File: config.mk
export PLATFORM = sky130hd
export DESIGN_NAME = regfile_wb_arbiter
export DESIGN_NICKNAME = d
export VERILOG_FILES = /design/src/rtl/regfile_wb_arbiter_pkg.sv /design/src/rtl/regfile_wb_arbiter_wb_fifo.sv /design/src/rtl/regfile_wb_arbiter.sv
export SDC_FILE = /design/constraint.sdc
export NUM_CORES = 1
export LEC_CHECK = 0
export CAP_MARGIN = 20
export CORE_ASPECT_RATIO = 0.5
export CORE_UTILIZATION = 30
export CTS_CLUSTER_SIZE = 20
export DETAILED_ROUTE_END_ITERATION = 8
export DONT_BUFFER_PORTS = 1
export GPL_TIMING_DRIVEN = 0
export RECOVER_POWER = 50
export SKIP_CTS_REPAIR_TIMING = 1
export SLEW_MARGIN = 10
export SYNTH_ARGS = -nofsm -noshare
export SYNTH_HDL_FRONTEND = slang
export SYNTH_SLANG_ARGS = --single-unit
File: constraint.sdc
create_clock -name clk_i -period 4.85 [get_ports clk_i]
set_input_delay 0.97 -clock clk_i [delete_from_list [all_inputs] [get_ports clk_i]]
set_output_delay 0.97 -clock clk_i [all_outputs]
set_load 0.02 [all_outputs]
File: src/rtl/regfile_wb_arbiter_pkg.sv
// Shared constants and types for the regfile writeback arbiter.
package regfile_wb_arbiter_pkg;

  localparam int unsigned DefaultDataW = 32;
  localparam int unsigned DefaultAddrW = 5;

  // r0 is hard-wired to zero; writes to it are dropped.
  localparam int unsigned RegZero = 0;

  typedef enum logic {
    PortA = 1'b0,
    PortB = 1'b1
  } port_e;

endpackage

File: src/rtl/regfile_wb_arbiter_wb_fifo.sv
// Small synchronous FIFO for one writeback source. Exposes every slot's address and
// valid bit so the top can compare read operands against all queued writes.
module regfile_wb_arbiter_wb_fifo #(
  parameter int unsigned Depth = 2,
  parameter int unsigned AddrW = 5,
  parameter int unsigned DataW = 32
) (
  input  logic                        clk_i,
  input  logic                        rst_ni,
  input  logic                        push_i,
  input  logic [AddrW-1:0]            push_addr_i,
  input  logic [DataW-1:0]            push_data_i,
  input  logic                        pop_i,
  output logic                        full_o,
  output logic                        empty_o,
  output logic [AddrW-1:0]            head_addr_o,
  output logic [DataW-1:0]            head_data_o,
  output logic [Depth-1:0][AddrW-1:0] entry_addr_o,
  output logic [Depth-1:0]            entry_valid_o
);

  localparam int unsigned PtrW = $clog2(Depth);

  // Pointers carry one extra wrap bit so full and empty are distinguishable.
  logic [PtrW:0]              wptr_q, wptr_d;
  logic [PtrW:0]              rptr_q, rptr_d;
  logic [Depth-1:0][AddrW-1:0] addr_q, addr_d;
  logic [Depth-1:0][DataW-1:0] data_q, data_d;
  logic [Depth-1:0]           valid_q, valid_d;
  logic                       push_en, pop_en;

  assign empty_o = (wptr_q == rptr_q);
  assign full_o  = (wptr_q[PtrW] != rptr_q[PtrW]) &&
                   (wptr_q[PtrW-1:0] == rptr_q[PtrW-1:0]);

  // Never accept into a full FIFO, even if it pops this cycle.
  assign push_en = push_i && !full_o;
  assign pop_en  = pop_i && !empty_o;

  assign head_addr_o   = addr_q[rptr_q[PtrW-1:0]];
  assign head_data_o   = data_q[rptr_q[PtrW-1:0]];
  assign entry_addr_o  = addr_q;
  assign entry_valid_o = valid_q;

  // Next-state for storage, per-slot valid bits and pointers.
  always_comb begin
    wptr_d  = wptr_q;
    rptr_d  = rptr_q;
    addr_d  = addr_q;
    data_d  = data_q;
    valid_d = valid_q;
    if (pop_en) begin
      valid_d[rptr_q[PtrW-1:0]] = 1'b0;
      rptr_d                    = rptr_q + 1'b1;
    end
    if (push_en) begin
      addr_d[wptr_q[PtrW-1:0]]  = push_addr_i;
      data_d[wptr_q[PtrW-1:0]]  = push_data_i;
      valid_d[wptr_q[PtrW-1:0]] = 1'b1;
      wptr_d                    = wptr_q + 1'b1;
    end
  end

  // FIFO state register; reset discards all queued entries.
  always_ff @(posedge clk_i or negedge rst_ni) begin
    if (!rst_ni) begin
      wptr_q  <= '0;
      rptr_q  <= '0;
      addr_q  <= '0;
      data_q  <= '0;
      valid_q <= '0;
    end else begin
      wptr_q  <= wptr_d;
      rptr_q  <= rptr_d;
      addr_q  <= addr_d;
      data_q  <= data_d;
      valid_q <= valid_d;
    end
  end

endmodule

File: src/rtl/regfile_wb_arbiter.sv
// Shares the regfile write port between the ALU (A) and LSU (B) writeback sources.
// Each source is queued; a round-robin arbiter drains one head per cycle, and read
// operands matching any queued write are flagged so decode can stall.
module regfile_wb_arbiter
  import regfile_wb_arbiter_pkg::*;
#(
  parameter int unsigned DataW     = DefaultDataW,
  parameter int unsigned AddrW     = DefaultAddrW,
  parameter int unsigned FifoDepth = 2
) (
  input  logic             clk_i,
  input  logic             rst_ni,
  input  logic             a_valid_i,
  output logic             a_ready_o,
  input  logic [AddrW-1:0] a_addr_i,
  input  logic [DataW-1:0] a_data_i,
  input  logic             b_valid_i,
  output logic             b_ready_o,
  input  logic [AddrW-1:0] b_addr_i,
  input  logic [DataW-1:0] b_data_i,
  output logic             we_o,
  output logic [AddrW-1:0] waddr_o,
  output logic [DataW-1:0] wdata_o,
  input  logic [AddrW-1:0] raddr1_i,
  input  logic [AddrW-1:0] raddr2_i,
  output logic             hazard1_o,
  output logic             hazard2_o,
  output logic             busy_o
);

  logic                            a_full, a_empty, b_full, b_empty;
  logic [AddrW-1:0]                a_head_addr, b_head_addr;
  logic [DataW-1:0]                a_head_data, b_head_data;
  logic [FifoDepth-1:0][AddrW-1:0] a_entry_addr, b_entry_addr;
  logic [FifoDepth-1:0]            a_entry_valid, b_entry_valid;
  logic                            grant_a, grant_b;
  port_e                           rr_q, rr_d;

  assign a_ready_o = !a_full;
  assign b_ready_o = !b_full;
  assign busy_o    = !a_empty || !b_empty;

  regfile_wb_arbiter_wb_fifo #(
    .Depth (FifoDepth),
    .AddrW (AddrW),
    .DataW (DataW)
  ) u_fifo_a (
    .clk_i         (clk_i),
    .rst_ni        (rst_ni),
    .push_i        (a_valid_i),
    .push_addr_i   (a_addr_i),
    .push_data_i   (a_data_i),
    .pop_i         (grant_a),
    .full_o        (a_full),
    .empty_o       (a_empty),
    .head_addr_o   (a_head_addr),
    .head_data_o   (a_head_data),
    .entry_addr_o  (a_entry_addr),
    .entry_valid_o (a_entry_valid)
  );

  regfile_wb_arbiter_wb_fifo #(
    .Depth (FifoDepth),
    .AddrW (AddrW),
    .DataW (DataW)
  ) u_fifo_b (
    .clk_i         (clk_i),
    .rst_ni        (rst_ni),
    .push_i        (b_valid_i),
    .push_addr_i   (b_addr_i),
    .push_data_i   (b_data_i),
    .pop_i         (grant_b),
    .full_o        (b_full),
    .empty_o       (b_empty),
    .head_addr_o   (b_head_addr),
    .head_data_o   (b_head_data),
    .entry_addr_o  (b_entry_addr),
    .entry_valid_o (b_entry_valid)
  );

  // Round-robin grant and write-port mux; idle port drives zeros, not a stale head.
  always_comb begin
    grant_a = !a_empty && (b_empty || (rr_q == PortA));
    grant_b = !b_empty && !grant_a;
    rr_d    = rr_q;
    // Pointer only moves when both sides actually contended.
    if (!a_empty && !b_empty) begin
      rr_d = grant_a ? PortB : PortA;
    end
    we_o    = 1'b0;
    waddr_o = '0;
    wdata_o = '0;
    if (grant_a) begin
      waddr_o = a_head_addr;
      wdata_o = a_head_data;
      we_o    = (a_head_addr != AddrW'(RegZero));
    end else if (grant_b) begin
      waddr_o = b_head_addr;
      wdata_o = b_head_data;
      we_o    = (b_head_addr != AddrW'(RegZero));
    end
  end

  // Operand hazards include the head being written now: the regfile has no bypass.
  always_comb begin
    hazard1_o = 1'b0;
    hazard2_o = 1'b0;
    for (int i = 0; i < int'(FifoDepth); i++) begin
      if (a_entry_valid[i] && (a_entry_addr[i] == raddr1_i)) hazard1_o = 1'b1;
      if (b_entry_valid[i] && (b_entry_addr[i] == raddr1_i)) hazard1_o = 1'b1;
      if (a_entry_valid[i] && (a_entry_addr[i] == raddr2_i)) hazard2_o = 1'b1;
      if (b_entry_valid[i] && (b_entry_addr[i] == raddr2_i)) hazard2_o = 1'b1;
    end
    if (raddr1_i == AddrW'(RegZero)) hazard1_o = 1'b0;
    if (raddr2_i == AddrW'(RegZero)) hazard2_o = 1'b0;
  end

  // Round-robin pointer register.
  always_ff @(posedge clk_i or negedge rst_ni) begin
    if (!rst_ni) begin
      rr_q <= PortA;
    end else begin
      rr_q <= rr_d;
    end
  end

endmodule

# Word level (Yosys, flattened, before mapping)

Cells that the tools add are included.

Output and inout port bits: 43
Input port bits: 88
Register bits after elaboration: 161

Eq/ne operators: 14
Reductions and logical operators: 32
Add/subtract/negate cells: 4
Magnitude comparators: 8
Bitwise gates (word level): 7
Muxes and demuxes: 49

Operators with widths:

| operator            | count |
|---|---|
| $mux 32             | 8 |
| $bwmux 64           | 2 |
| $demux 32 s1        | 2 |
| $eq 5x5->1          | 8 |
| $mux 5              | 8 |
| $logic_and 1x1->1   | 21 |
| $bwmux 10           | 2 |
| $mux 1              | 17 |
| $demux 5 s1         | 2 |
| $logic_not 5->1     | 2 |
| $reduce_bool 5->1   | 2 |
| $add 2x1->2 const B | 4 |
| $lt 1x2->1 const B  | 4 |
| $mux 2              | 4 |
| $logic_not 1->1     | 5 |
| $and 2x2->2         | 2 |
| $demux 1 s1         | 4 |
| $eq 2x2->1          | 2 |
| $ge 1x1->1 const B  | 4 |
| $not 2->2           | 2 |
| $or 2x2->2          | 2 |
| $eq 1x1->1          | 2 |
| $logic_or 1x1->1    | 2 |
| $ne 1x1->1          | 2 |
| $not 1->1           | 1 |

# Longest topological paths before layout

Gate-level depths: netlist of the first run.

Depth after elaboration: 9
Depth in mapped cells: 8
Gate-level depth less buffers: 5

# By module

Synthesis of the first run repeated with hierarchy kept, for this count alone.

Cells, all modules: 685
Area, all modules: 8737.1 um^2

By module, submodules not included:

| module                     | cells an instance | sequential area each (um^2) | instances | area each (um^2) |
|---|---|---|---|---|
| regfile_wb_arbiter_wb_fifo | 236               | 2001.9                      | 2         | 3719.8 |
| regfile_wb_arbiter         | 213               | 25.0                        | 1         | 1297.5 |

# Worst setup path after synthesis of the first run

No wires, ideal clock.

Kind: input-to-output
Start: in raddr2_i[4]
End: out hazard2_o
Setup slack: 1924 ps
Stages on the path: 6
Path buffers: 1
Arrival time: 1956 ps
Data required time: 3880 ps
Cell sequence: clkbuf_1 xor2_1 nor4_1 nand3_1 nand4_1 o21a_1

Longest elaborated chain between the ends: 7

Ends and longest elaborated chain:

| what              | RTL line                  | RTL |
|---|---|---|
| start, declared   | regfile_wb_arbiter.sv:25  | `input logic [AddrW-1:0] raddr2_i,` |
| $eq 5x5->1        | regfile_wb_arbiter.sv:111 | `if (a_entry_valid[i] && (a_entry_addr[i] == raddr2_i)) hazard2_o = 1'b1;` |
| $logic_and 1x1->1 | regfile_wb_arbiter.sv:111 |  |
| $mux 1            | regfile_wb_arbiter.sv:111 |  |
| $mux 1            | regfile_wb_arbiter.sv:112 | `if (b_entry_valid[i] && (b_entry_addr[i] == raddr2_i)) hazard2_o = 1'b1;` |
| $mux 1            | regfile_wb_arbiter.sv:111 |  |
| $mux 1            | regfile_wb_arbiter.sv:112 |  |
| $mux 1 (*)        | regfile_wb_arbiter.sv:115 | `if (raddr2_i == AddrW'(RegZero)) hazard2_o = 1'b0;` |
| end, declared     | regfile_wb_arbiter.sv:27  | `output logic hazard2_o,` |

Mark *: on every way between the ends. The rest lies on a longest branch, timed or not.

# Worst setup path in the final report of the first run

Start: reg u_fifo_a.rptr_q[0]
End: out waddr_o[4]

Longest elaborated chain between the ends: 7

Ends and longest elaborated chain:

| what                   | RTL line                         | RTL |
|---|---|---|
| start, declared        | regfile_wb_arbiter_wb_fifo.sv:26 | `logic [PtrW:0] rptr_q, rptr_d;` |
| start signal, assigned | regfile_wb_arbiter_wb_fifo.sv:74 | `rptr_q <= rptr_d;` |
| $eq 2x2->1             | regfile_wb_arbiter_wb_fifo.sv:32 | `assign empty_o = (wptr_q == rptr_q);` |
| $logic_not 1->1        | regfile_wb_arbiter.sv:83         | `grant_a = !a_empty && (b_empty \|\| (rr_q == PortA));` |
| $logic_and 1x1->1      | regfile_wb_arbiter.sv:83         |  |
| $logic_not 1->1        | regfile_wb_arbiter.sv:84         | `grant_b = !b_empty && !grant_a;` |
| $logic_and 1x1->1      | regfile_wb_arbiter.sv:84         |  |
| $mux 5                 | regfile_wb_arbiter.sv:97         | `end else if (grant_b) begin` |
| $mux 5 (*)             | regfile_wb_arbiter.sv:93         | `if (grant_a) begin` |
| end, declared          | regfile_wb_arbiter.sv:22         | `output logic [AddrW-1:0] waddr_o,` |

Mark *: on every way between the ends. The rest lies on a longest branch, timed or not. The select of a mux whose other input is x is not followed.

==> results of run 1 <==
## cell usage in the layout (no fill, tap or decap), types with 4 or more instances in the layout
cell type                   netlist  routed
sky130_fd_sc_hd__dfrtp_1        161     161
sky130_fd_sc_hd__mux2_2         132     132
sky130_fd_sc_hd__mux2i_1         74      74
sky130_fd_sc_hd__o22ai_1         38      38
sky130_fd_sc_hd__xor2_1          35      35
sky130_fd_sc_hd__clkbuf_1        21      30
sky130_fd_sc_hd__clkbuf_16        0      17
sky130_fd_sc_hd__xnor2_1         16      16
sky130_fd_sc_hd__mux2_4          16      16
sky130_fd_sc_hd__buf_2           15      13
sky130_fd_sc_hd__nand2_1         13      13
sky130_fd_sc_hd__nor4_1          11      11
sky130_fd_sc_hd__nand3_1         10      10
sky130_fd_sc_hd__clkinv_2         0       5
sky130_fd_sc_hd__inv_1            4       4
## final cells by class
class	count	area, um^2
buffer	44	196
clock buffer	20	447
inverter	4	15.0
multi-input combinational	369	3480
tap	344	430
fill	2446	16600
sequential	161	4030
clock inverter	11	139
## metrics by stage
stage	area (um^2)	cells	hold slack (ns)
floorplan	7740	578	0.464
global route	8730	953	0.218
CTS	8760	953	0.221
global placement	8180	922	0.477
detailed placement	8180	922	0.480
finish	8730	953	0.243
## worst max path at each step
stage	from	end	slack [ns]
after floorplan	raddr2_i[4]	hazard2_o	1.92
after global placement	raddr1_i[3]	hazard1_o	1.58
after global routing	u_fifo_a.rptr_q[0]$_DFFE_PN0N_	waddr_o[4]	0.89
after CTS	u_fifo_a.rptr_q[0]$_DFFE_PN0N_	waddr_o[2]	1.30
after detailed placement	raddr1_i[1]	hazard1_o	1.56
final	u_fifo_a.rptr_q[0]$_DFFE_PN0N_	waddr_o[4]	1.14
## layer usage
metal	share of wire, %	routed length (um)	up-vias
li1	-	-	2111
met1	44	8480	2396
met2	50	9620	87
met3	5.4	1050	18
met4	1.4	269	0
met5	0	0	-
## state kept, by name, indices dropped and copies added (netlist names)
name,flops
u_fifo_b.data_q,64
u_fifo_b.entry_addr_o,10
rr_q,1
u_fifo_a.rptr_q,2
u_fifo_a.data_q,64
u_fifo_b.rptr_q,2
u_fifo_b.entry_valid_o,2
u_fifo_a.entry_addr_o,10
u_fifo_a.entry_valid_o,2
u_fifo_a.wptr_q,2
u_fifo_b.wptr_q,2
## synthesized netlist by cell type (10+ instances only)
cell type                  number  area [um^2]
sky130_fd_sc_hd__nand2_1       13         48.8
sky130_fd_sc_hd__nand3_1       10         50.1
sky130_fd_sc_hd__xnor2_1       16          140
sky130_fd_sc_hd__buf_2         15         75.1
sky130_fd_sc_hd__clkbuf_1      21         78.8
sky130_fd_sc_hd__mux2_2       132         1490
sky130_fd_sc_hd__mux2_4        16          240
sky130_fd_sc_hd__mux2i_1       74          741
sky130_fd_sc_hd__nor4_1        11         68.8
sky130_fd_sc_hd__xor2_1        35          307
sky130_fd_sc_hd__dfrtp_1      161         4030
sky130_fd_sc_hd__o22ai_1       38          238
## cell families after synthesis
kind of cell | after synthesis | share of synthesized area (%)
DFF | 161 | 52.0
muxes | 222 | 31.9
buffers and inverters | 48 | 3.10
AOI/OAI and AO/OA | 48 | 4.01
and+or+nand+nor | 48 | 3.25
xor gates and xnor gates | 51 | 5.77
==> flow_metrics.py, run 1 <==
metrics = {
    "cts": {
        "worst_setup_hold_path_clk_slew_ns": 0.06,
        "clock_latency_ns": 0.42,
        "clock_sink_count": 161,
        "cts_buffers": 17,
        "cts_tree": "built",
        "cts_root_buf": "sky130_fd_sc_hd__clkbuf_16",
        "htree_num_levels": 4,
        "clockBufferDepth": 2,
    },
    "sta": {
        "final.min_clock_period_ns": 3.71,
        "final_max_slew_viol_count": 0,
        "tns_ns": 0,
        "hold_viol": 0,
        "final.period_utilization_pct": 76.5,
        "post-route-worst-setup-slack_ns": 1.14,
        "final_setup_fails": 0,
        "final.setup_skew_ns": 0.00846,
        "fmax_ghz": 0.269,
        "timing.slew.headroom_pct": 42.2,
        "worstMarginPinSlew_ns": 0.866,
        "rsz0062_at_grt": "no",
    },
    "grt": {
        "grt_pass1_vias": 4911,
        "globalRouteOverflowTotal": 0,
        "number_of_antenna_violations_at_the_first_check_in_global_routing": 0,
        "grtUsageMet2_pct": 25.5,
        "grt-busiest-layer": "met2",
        "grt_use_met1_pct": 18.7,
        "grt_use_total_pct": 14.9,
        "grt_pass1_wl_um": 29500,
        "met3_usage_pct": 3.69,
        "grt_start_max_net_pins": 162,
    },
    "setup_path": {
        "critical_path.max_fanout": 10,
        "ff2ff_setup_slack_ns": 1.76,
        "cpPeakStageDelay_ns": 0.56,
        "timing.critical_path.to_type": "output port",
        "critical_path_arrival_ns": 2.74,
        "cp_slowest_cell": "sky130_fd_sc_hd__clkbuf_1",
        "timing.critical_path.from_type": "flip-flop",
        "critical_path_cell_count": 6,
        "ff2ff_path_depth": 8,
        "reg_to_reg_end": "u_fifo_a.data_q[25]$_DFFE_PN0P_",
        "cp_data_required_time_ns": 3.88,
        "crit_top_cell": "sky130_fd_sc_hd__clkbuf_1",
        "crit_chain": "clkbuf_1 -> xnor2_1 -> nor2b_1 -> o21ai_0 -> clkbuf_1 -> o22ai_1",
        "timing.rr.start": "u_fifo_a.rptr_q[0]$_DFFE_PN0N_",
        "timing_worst_setup_path_type": "flip-flop to output port",
        "worst-path-buf-inv": 2,
        "timing.critical_path.max_delay_family": "buffers and inverters",
    },
    "cells_and_area": {
        "final_layout_size_suffix_gt1_share_pct": 32.2,
        "insertedDiodeCount": 0,
        "finalNetCount": 685,
        "finish.utilization_pct": 34.5,
        "area_growth_pct": 12.7,
    },
    "detailed_routing": {
        "drtPass1Iterations": 4,
        "detail_route.vias_per_cell": 4.84,
        "vias": 4612,
        "wirelength_um": 19400,
        "ant_nets": 0,
        "drtIter0Drc": 325,
        "route.detailed.drc": 0,
        "wire_per_inst_um": 20.4,
    },
    "place": {
        "routability_driven_placement_congestion_ratio": 0.755,
        "number_of_buffers_inserted_by_port_buffering": 0,
        "pre_cts_ws_ns": 1.56,
        "dp_hpwl_um": 13800,
    },
    "logic_synthesis": {
        "postSynth.topFlopCell": "sky130_fd_sc_hd__dfrtp_1",
        "synth_nets": 666,
        "yosysSeqAreaShare_pct": 52.0,
        "netlist_area_um2": 7740,
        "netlist-cell-type-count": 30,
        "ys.warnings.count": 0,
        "synth_seq_cells": 161,
        "netlist_instances": 578,
        "postSynthAreaPerCell_um2": 13.4,
        "synth_edf_count": 0,
        "asyncSetResetFlopFracSynth_pct": 100,
    },
    "floorplan": {
        "floorplan.rows": 41,
        "die-area_um2": 26500,
        "fp.dieW_um": 229,
        "core_area_um2": 25300,
        "ios": 131,
        "floorplan.die.height_um": 116,
        "initial_core_util_pct": 30.6,
    },
    "status": {
        "outcome": "complete, no violations",
    },
    "job": {
        "drv_cap": 0,
    },
    "min_path": {
        "min-delay-path-class": "primary input to async pin",
    },
}
Power of run 1 is left out: the tool's default activity adds up to more than one toggle a clock period on the data nets, which glitch-free logic cannot reach.
==> inputs of run 2 (changes only) <==
==> constraint.sdc (replaced) <==
create_clock -name clk_i -period 3.5 [get_ports clk_i]
set_input_delay 0.7 -clock clk_i [delete_from_list [all_inputs] [get_ports clk_i]]
set_output_delay 0.7 -clock clk_i [all_outputs]
set_load 0.02 [all_outputs]
==> run 2 against run 1 <==
Against the previous run:
- the flow now finishes with violations (negative hold slack)
- global-route usage unchanged
- count of clock-buffer cells in the layout unchanged
- die area unchanged
- register-to-register slack worse by 1.3 ns
- final area about the same
- worst hold slack worse by 0.27 ns
- flip-flop and latch count unchanged
- critical path type unchanged
==> flow_metrics.py, run 2 (synthesis results as in run 1) <==
metrics = {
    "grt": {
        "globalRouteOverflowTotal": 0,
        "grt_start_max_net_pins": 162,
        "number_of_antenna_violations_at_the_first_check_in_global_routing": 0,
        "grt_use_total_pct": 14.9,
        "grt_pass1_vias": 4911,
        "grt_pass1_wl_um": 29500,
    },
    "cells_and_area": {
        "final_layout_size_suffix_gt1_share_pct": 32.3,
        "final_cell_mix": "sky130_fd_sc_hd__dfrtp_1 (161), sky130_fd_sc_hd__mux2_2 (132), sky130_fd_sc_hd__mux2i_1 (74)",
        "finalNetCount": 685,
        "n_fill_cell": 2444,
        "regArea_um2": 4030,
        "final_common_cell": "sky130_fd_sc_hd__dfrtp_1",
        "insertedDiodeCount": 0,
        "biggestRegsByFlops": "u_fifo_a.data_q (64), u_fifo_b.data_q (64)",
        "area_growth_pct": 12.8,
        "multiInputGateArea_um2": 3480,
    },
    "sta": {
        "final_max_slew_viol_count": 0,
        "tns_ns": 0,
        "final.period_utilization_pct": 94.0,
        "final_setup_fails": 0,
        "final.min_clock_period_ns": 3.29,
        "fmax_ghz": 0.304,
        "final.setup_skew_ns": 0.00865,
        "rsz0062_at_grt": "no",
        "worstMarginPinSlew_ns": 0.866,
        "worst_hold_slack_ns": -0.0316,
        "hold_viol": 41,
        "timing.slew.headroom_pct": 42.2,
    },
    "detailed_routing": {
        "drtPass1Iterations": 4,
        "wirelength_um": 19500,
        "drtIter0Drc": 351,
        "ant_nets": 0,
        "vias": 4663,
        "route.detailed.drc": 0,
        "wire_per_inst_um": 20.4,
        "detail_route.vias_per_cell": 4.89,
    },
    "cts": {
        "clock_sink_count": 161,
        "cts_root_buf": "sky130_fd_sc_hd__clkbuf_16",
        "cts_tree": "built",
        "worst_setup_hold_path_clk_slew_ns": 0.06,
        "cts_buffers": 17,
        "clockBufferDepth": 2,
        "htree_num_levels": 4,
        "clock_latency_ns": 0.42,
    },
    "status": {
        "outcome": "complete, but fails checks",
        "violations_in_the_final_reports": "negative hold slack",
    },
    "setup_path": {
        "reg_to_reg_end": "u_fifo_a.data_q[26]$_DFFE_PN0P_",
        "cp_slowest_cell": "sky130_fd_sc_hd__clkbuf_1",
        "ff2ff_path_depth": 8,
        "critical_path.max_fanout": 10,
        "worst-path-buf-inv": 2,
        "timing.rr.start": "u_fifo_a.rptr_q[0]$_DFFE_PN0N_",
        "cpPeakStageDelay_ns": 0.56,
        "timing.critical_path.max_delay_family": "buffers and inverters",
        "ff2ff_setup_slack_ns": 0.51,
        "cp_data_required_time_ns": 2.80,
        "timing.critical_path.from_type": "flip-flop",
        "critical_path_arrival_ns": 2.59,
        "timing_worst_setup_path_type": "flip-flop to output port",
        "timing.critical_path.to_type": "output port",
        "crit_chain": "buf_4 -> xnor2_1 -> nor2b_1 -> a21o_1 -> clkbuf_1 -> o22ai_1",
    },
    "job": {
        "drv_cap": 0,
    },
    "place": {
        "dp_hpwl_um": 13800,
        "routability_driven_placement_congestion_ratio": 0.755,
        "number_of_buffers_inserted_by_port_buffering": 0,
    },
    "floorplan": {
        "floorplan.die.height_um": 116,
        "initial_core_util_pct": 30.6,
        "floorplan.rows": 41,
        "die-area_um2": 26500,
        "ios": 131,
        "fp.dieW_um": 229,
        "core_area_um2": 25300,
    },
    "min_path": {
        "min-delay-path-class": "primary input to async pin",
    },
}
## run 2: changes by cell type in the layout (fill, tap and decap cells not counted)
cell,before,now
sky130_fd_sc_hd__o21ai_0,3,2
sky130_fd_sc_hd__buf_4,0,1
sky130_fd_sc_hd__clkbuf_1,30,29
sky130_fd_sc_hd__o21ai_1,0,1
## run 2: worst max path at each step
stage / start / cells past startpoint / slack, ns / to
finish: u_fifo_a.rptr_q[0]$_DFFE_PN0N_ / 6 / 0.21 / waddr_o[3]
global route: u_fifo_a.rptr_q[0]$_DFFE_PN0N_ / 6 / 0.08 / waddr_o[2]
CTS: u_fifo_a.rptr_q[0]$_DFFE_PN0N_ / 6 / 0.22 / waddr_o[2]
detailed placement: u_fifo_a.rptr_q[0]$_DFFE_PN0N_ / 6 / 0.68 / waddr_o[2]
global placement: u_fifo_a.rptr_q[0]$_DFFE_PN0N_ / 6 / 0.75 / waddr_o[3]
floorplan: raddr2_i[4] / 6 / 1.11 / hazard2_o
## run 2: layout make-up
class                   count  share of cell area (%)
flip-flops and latches    161                    46.1
multi-input cells         369                    39.8
clock buffers              20                    5.11
well taps                 344                    4.93
plain buffers              44                    2.29
clock inverters            11                    1.59
inverters                   4                   0.172
## run 2: through the flow
| stage | utilization, % | setup WS [ns] | hold slack (ns) | cell area [um^2] | cells |
|---|---|---|---|---|---|
| 5_1_grt | 34.5 | 0.0830 | -0.0524 | 8740 | 953 |
| 6_report | 34.5 | 0.210 | -0.0316 | 8740 | 953 |
| 4_1_cts | 34.6 | 0.219 | -0.0494 | 8760 | 953 |
| 3_3_place_gp | 32.3 | 0.746 | 0.409 | 8180 | 922 |
| 2_1_floorplan | - | 1.11 | 0.404 | 7740 | 578 |
| 3_5_place_dp | 32.3 | 0.684 | 0.408 | 8180 | 922 |
## run 2: layer usage
metal / global-route usage, % / wire, um / part of all wire, %
met1: 18.7 / 8510 / 44
met2: 25.5 / 9700 / 50
met3: 3.69 / 995 / 5.1
met4: 4.80 / 255 / 1.3
met5: 0 / 0 / 0
Power of run 2 is left out for the same reason.
